==> src/rtl/clk_en_pkg.sv <==
// clk_en_pkg: shared constants and elaboration helpers for the clock-enable generator
package clk_en_pkg;

    localparam logic ADJ_ADV = 1'b1;
    localparam logic ADJ_RET = 1'b0;

    // Width of a counter holding 0..n-1, never narrower than one bit.
    function automatic int clog2_min1(input int n);
        return (n <= 2) ? 1 : $clog2(n);
    endfunction

    function automatic bit params_ok(input int sam_div, input int sps, input int frame_len);
        return (sam_div >= 2) && (sps >= 2) && (frame_len >= 1);
    endfunction

endpackage

==> src/rtl/mod_counter.sv <==
// mod_counter: wrap counter with enable, sync clear, runtime terminal count and wrap pulse
module mod_counter #(
    parameter int W = 4
) (
    input  logic         sys_clk,
    input  logic         reset,
    input  logic         en,
    input  logic         clr,
    input  logic [W-1:0] term,
    output logic [W-1:0] cnt,
    output logic         wrap
);

    assign wrap = en && (cnt == term);

    // Count up while enabled, return to zero after the terminal count or on clear.
    always_ff @(posedge sys_clk or negedge reset) begin
        if (!reset)
            cnt <= '0;
        else if (clr)
            cnt <= '0;
        else if (en)
            cnt <= wrap ? '0 : cnt + W'(1);
    end

endmodule

==> src/rtl/clk_en_gen.sv <==
// clk_en_gen: sample/symbol/frame clock enables with sync realign and symbol-length adjust
module clk_en_gen
    import clk_en_pkg::*;
#(
    parameter int SAM_DIV   = 4,
    parameter int SPS       = 4,
    parameter int FRAME_LEN = 16,
    parameter int PW        = $clog2(SPS + 1),
    parameter int FW        = clog2_min1(FRAME_LEN)
) (
    input  logic          sys_clk,
    input  logic          reset,
    input  logic          run,
    input  logic          sync,
    input  logic          adj_valid,
    input  logic          adj_dir,
    output logic          sam_clk_en,
    output logic          sym_clk_en,
    output logic          frame_clk_en,
    output logic [PW-1:0] sam_phase,
    output logic [FW-1:0] sym_index,
    output logic          adj_busy
);

    localparam int DW = clog2_min1(SAM_DIV);

    if (!params_ok(SAM_DIV, SPS, FRAME_LEN)) begin : g_bad_params
        $error("clk_en_gen: SAM_DIV>=2, SPS>=2 and FRAME_LEN>=1 are required");
    end

    // fresh marks the first strobe after reset: it emits phase 0 / index 0 without advancing.
    logic          fresh;
    logic          adj_pend;
    logic          adj_act;
    logic          adj_dir_q;
    logic          div_wrap;
    logic          ph_wrap;
    logic          idx_wrap;
    logic          boundary;
    logic [DW-1:0] unused_div_cnt;
    logic [PW-1:0] ph_term;

    assign ph_term  = !adj_act ? PW'(SPS - 1) : (adj_dir_q == ADJ_ADV) ? PW'(SPS - 2) : PW'(SPS);
    assign boundary = div_wrap && (fresh || ph_wrap);
    assign adj_busy = adj_pend || adj_act;

    mod_counter #(.W(DW)) u_div (
        .sys_clk (sys_clk),
        .reset   (reset),
        .en      (run),
        .clr     (sync),
        .term    (DW'(SAM_DIV - 1)),
        .cnt     (unused_div_cnt),
        .wrap    (div_wrap)
    );

    mod_counter #(.W(PW)) u_phase (
        .sys_clk (sys_clk),
        .reset   (reset),
        .en      (div_wrap && !fresh),
        .clr     (sync),
        .term    (ph_term),
        .cnt     (sam_phase),
        .wrap    (ph_wrap)
    );

    mod_counter #(.W(FW)) u_index (
        .sys_clk (sys_clk),
        .reset   (reset),
        .en      (ph_wrap),
        .clr     (sync),
        .term    (FW'(FRAME_LEN - 1)),
        .cnt     (sym_index),
        .wrap    (idx_wrap)
    );

    // Register the strobes; sync forces a full frame-start strobe.
    always_ff @(posedge sys_clk or negedge reset) begin
        if (!reset) begin
            sam_clk_en   <= 1'b0;
            sym_clk_en   <= 1'b0;
            frame_clk_en <= 1'b0;
            fresh        <= 1'b1;
        end else begin
            sam_clk_en   <= sync || div_wrap;
            sym_clk_en   <= sync || boundary;
            frame_clk_en <= sync || (div_wrap && fresh) || idx_wrap;
            fresh        <= fresh && !sync && !div_wrap;
        end
    end

    // Adjust handshake: latch, activate at the next symbol start, retire at that symbol's end.
    always_ff @(posedge sys_clk or negedge reset) begin
        if (!reset) begin
            adj_pend  <= 1'b0;
            adj_act   <= 1'b0;
            adj_dir_q <= ADJ_RET;
        end else if (sync) begin
            adj_pend  <= 1'b0;
            adj_act   <= 1'b0;
        end else begin
            if (boundary) begin
                adj_act  <= adj_pend;
                adj_pend <= 1'b0;
            end
            if (adj_valid && !adj_busy) begin
                adj_pend  <= 1'b1;
                adj_dir_q <= adj_dir;
            end
        end
    end

endmodule

==> config.mk <==
export PLATFORM = sky130hd
export DESIGN_NAME = clk_en_gen
export DESIGN_NICKNAME = d
export VERILOG_FILES = /design/src/rtl/clk_en_pkg.sv /design/src/rtl/mod_counter.sv /design/src/rtl/clk_en_gen.sv
export SDC_FILE = /design/constraint.sdc
export NUM_CORES = 1
export LEC_CHECK = 0
export BUFFER_PORTS_ARGS = -buffer_cell sky130_fd_sc_hd__buf_2
export CAP_MARGIN = 5
export CORE_MARGIN = 2
export CORE_UTILIZATION = 56
export CTS_CLUSTER_DIAMETER = 40
export DETAILED_ROUTE_END_ITERATION = 7
export GPL_TIMING_DRIVEN = 0
export PLACE_DENSITY = 0.81
export REMOVE_ABC_BUFFERS = 1
export SETUP_SLACK_MARGIN = 0.02
export SLEW_MARGIN = 40
export SYNTH_ARGS = -nofsm -noshare
export SYNTH_HDL_FRONTEND = slang
export SYNTH_SLANG_ARGS = --single-unit
==> constraint.sdc <==
create_clock -name sys_clk -period 3.8 [get_ports sys_clk]
set_input_delay 0.57 -clock sys_clk [delete_from_list [all_inputs] [get_ports sys_clk]]
set_output_delay 0.57 -clock sys_clk [all_outputs]
set_load 0.02 [all_outputs]
==> flow_summary.json <==
{
  "clock.fmax_mhz": 616,
  "hold-worst-slack_ns": 0.159,
  "r2r-end": "u_index.cnt[2]",
  "synthCells": 86,
  "num_rows": 14,
  "switching_share_pct": 25.1,
  "finalCriticalPeriod_ns": 1.62,
  "ys_ff_latch": 16,
  "period_share_pct": 42.7,
  "clk_latency_ns": 0.29,
  "start_util_pct": 58.2,
  "synth_edf_count": 0,
  "detail_route.first_pass.iterations": 4,
  "layout-area-overhead-vs-synth_pct": 14.8,
  "cts_resized": 0,
  "clk_pin_slew_ns": 0.10,
  "switching_power_uw": 82.6,
  "clockBufferDepth": 2,
  "core_area_um2": 1450,
  "num_vias": 718,
  "drc": 0,
  "hold_violations": 0,
  "grt_max_degree": 17,
  "p_int_uw": 246,
  "yosys_warnings": 0,
  "critPathCaptureType": "output pin",
  "finalSetupTns_ns": 0,
  "via_per_inst": 6.03,
  "ys.flop_type": "dfrtp_1",
  "grt_pass1_wl_mm": 3.08,
  "crit_type": "reg2out",
  "syn_avg_cell_area_um2": 9.84,
  "io_pins": 17,
  "critical_path_arrival_ns": 1.05,
  "grt_usage_pct": 22.6,
  "h-tree-depth": 1,
  "portBuffers": 16,
  "die_w_um": 42.9,
  "grt_overflow": 0,
  "die_h_um": 42.9,
  "cts_setup_buffers": 0,
  "dieArea_um2": 1840,
  "setup_violations": 0,
  "post-dp-hpwl_mm": 1.25,
  "async_flop_share_pct": 100,
  "seq_area_frac_synth_pct": 47.5,
  "p_leak_uw": 0.000453,
  "cts.sinks": 16,
  "drv_slew": 0,
  "cts_made_buffers": 3,
  "cp_data_required_time_ns": 3.23,
  "combPwrFrac_pct": 8.8,
  "avgRoutedWirePerCell_um": 14.6,
  "crit_path_start": "adj_act",
  "antenna_found_initial": 0,
  "max_cap_viol_count": 0,
  "finalNonFillerCells": 119,
  "status": "finished clean",
  "grt_pass1_vias": 683,
  "rsz0062_at_grt": "no",
  "numPlacedInstances": 115,
  "crit_path_max_fanout": 4,
  "slew_headroom_pct": 76.7,
  "worst_hold_path_type": "in2async",
  "power_frac_clock_pct": 35.9,
  "r2r_start": "u_phase.cnt[1]",
  "syn_area_um2": 846,
  "cts_tree": "built",
  "post_route_cells_drive_above_1_share_pct": 25.2,
  "wirelength_mm": 1.74,
  "ir_worst_vdd_uv": 301,
  "diodes": 0,
  "reg2reg_slack_ns": 2.22,
  "critPathLaunchType": "flop",
  "drtAntennaViolNets": 0,
  "drtIter0Drc": 15,
  "pwr-share-seq_pct": 55.4,
  "cts_hold_buf": 0,
  "power_density_nw_per_um2": 339,
  "place_congestion": 0.801,
  "ff2ff_path_depth": 4,
  "worst_slew_pin_slew_ns": 0.349,
  "cts_root_buffer": "clkbuf_4",
  "ys_types": 31,
  "fin_util_pct": 66.8,
  "clock_skew_ns": 0.00631,
  "fin_nets": 113
}
==> synth_stat cells (all sizes together) (2+ instances only) <==
cell    count  share of area (%)
a21oi       7                4.1
and2        2                1.5
and3b       2                2.5
clkbuf      3                1.3
dfrtp      15                 44
ha          3                4.4
inv         4                1.8
mux2        2                2.7
nand2       8                3.6
nand3       6                3.6
nor2        8                3.6
nor2b       2                1.5
o211ai      5                4.4
o21ai       4                2.4
or3         2                1.5
==> stage by stage <==
| stage | power (uW) | worst slack [ns] | cell area, um^2 |
|---|---|---|---|
| after detailed placement | 215 | 2.18 | 935 |
| after global routing | 341 | 2.10 | 971 |
| after global placement | 212 | 2.20 | 935 |
| after floorplan | 200 | 2.22 | 835 |
| final | 329 | 2.18 | 971 |
| after CTS | 330 | 2.19 | 971 |
==> final cells by class <==
class | count | area, um^2
repair buffers | 16 | 80.1
clock buffers | 4 | 36.3
multi-input cells | 63 | 418
flip-flops and latches | 16 | 402
fillers | 109 | 483
inverters | 4 | 15.0
well taps | 16 | 20.0
==> worst max path at each step <==
stage	endpoint	cells after the start	slack, ns
floorplan	u_index.cnt[2]	4	2.22
global placement	u_phase.cnt[1]	5	2.20
detailed placement	u_index.cnt[3]	5	2.18
CTS	adj_busy	3	2.19
global route	adj_busy	3	2.10
finish	adj_busy	3	2.18
==> cell families after synthesis <==
| kind of cell | count (synthesis) | synth area share, % |
|---|---|---|
| compound gates | 22 | 17.8 |
| mux | 3 | 3.85 |
| flops | 16 | 47.5 |
| buf+inv | 7 | 3.11 |
| simple gates | 34 | 22.3 |
| xor+xnor | 1 | 1.04 |
| fa+ha+maj | 3 | 4.44 |
==> registers in the layout (all words and copies together), names as in the netlist <==
| name | flops |
|---|---|
| adj_act | 1 |
| adj_dir_q | 1 |
| adj_pend | 1 |
| frame_clk_en | 1 |
| fresh | 1 |
| sam_clk_en | 1 |
| sym_clk_en | 1 |
| u_div.cnt | 2 |
| u_index.cnt | 4 |
| u_phase.cnt | 3 |
==> power groups by stage <==
stage,combinational (uW),sequential (uW),clock (uW)
6_report,28.8,182,118
5_1_grt,33.1,183,125
4_1_cts,29.3,182,118
3_5_place_dp,29.1,185,0
3_3_place_gp,27.6,185,0
2_1_floorplan,12.9,187,0
==> layout by cell type (no fill, tap or decap), drive strengths merged <==
| cell | count |
|---|---|
| buf | 16 |
| dfrtp | 15 |
| nand2 | 8 |
| nor2 | 8 |
| a21oi | 7 |
| nand3 | 6 |
| o211ai | 5 |
| inv | 4 |
| o21ai | 4 |
| clkbuf | 4 |
| ha | 3 |
| nor2b | 2 |
| and2 | 2 |
| or3 | 2 |
| and3b | 2 |
| mux2 | 2 |
| nor3b | 1 |
| and4bb | 1 |
| o21a | 1 |
| nand4 | 1 |
| o221ai | 1 |
| nor4b | 1 |
| a32o | 1 |
| xnor2 | 1 |
| a31oi | 1 |
| o32ai | 1 |
| o311ai | 1 |
| mux2i | 1 |
| dfstp | 1 |
==> layer usage <==
metal  global-route usage (%)  part of all wire, %  vias up
met5                        0                    0        -
met2                     37.3                   49       26
met3                     3.83                  4.3        4
met4                     10.0                  2.3        0
met1                     29.0                   44      341
li1                         -                    -      347
==> critical path: stages (launching register included) <==
cell and delay, ns:
dfrtp_1 0.42, nor2_1 0.14, inv_1 0.05, buf_2 0.15
Note: power is estimated with default switching activity, not from simulation.
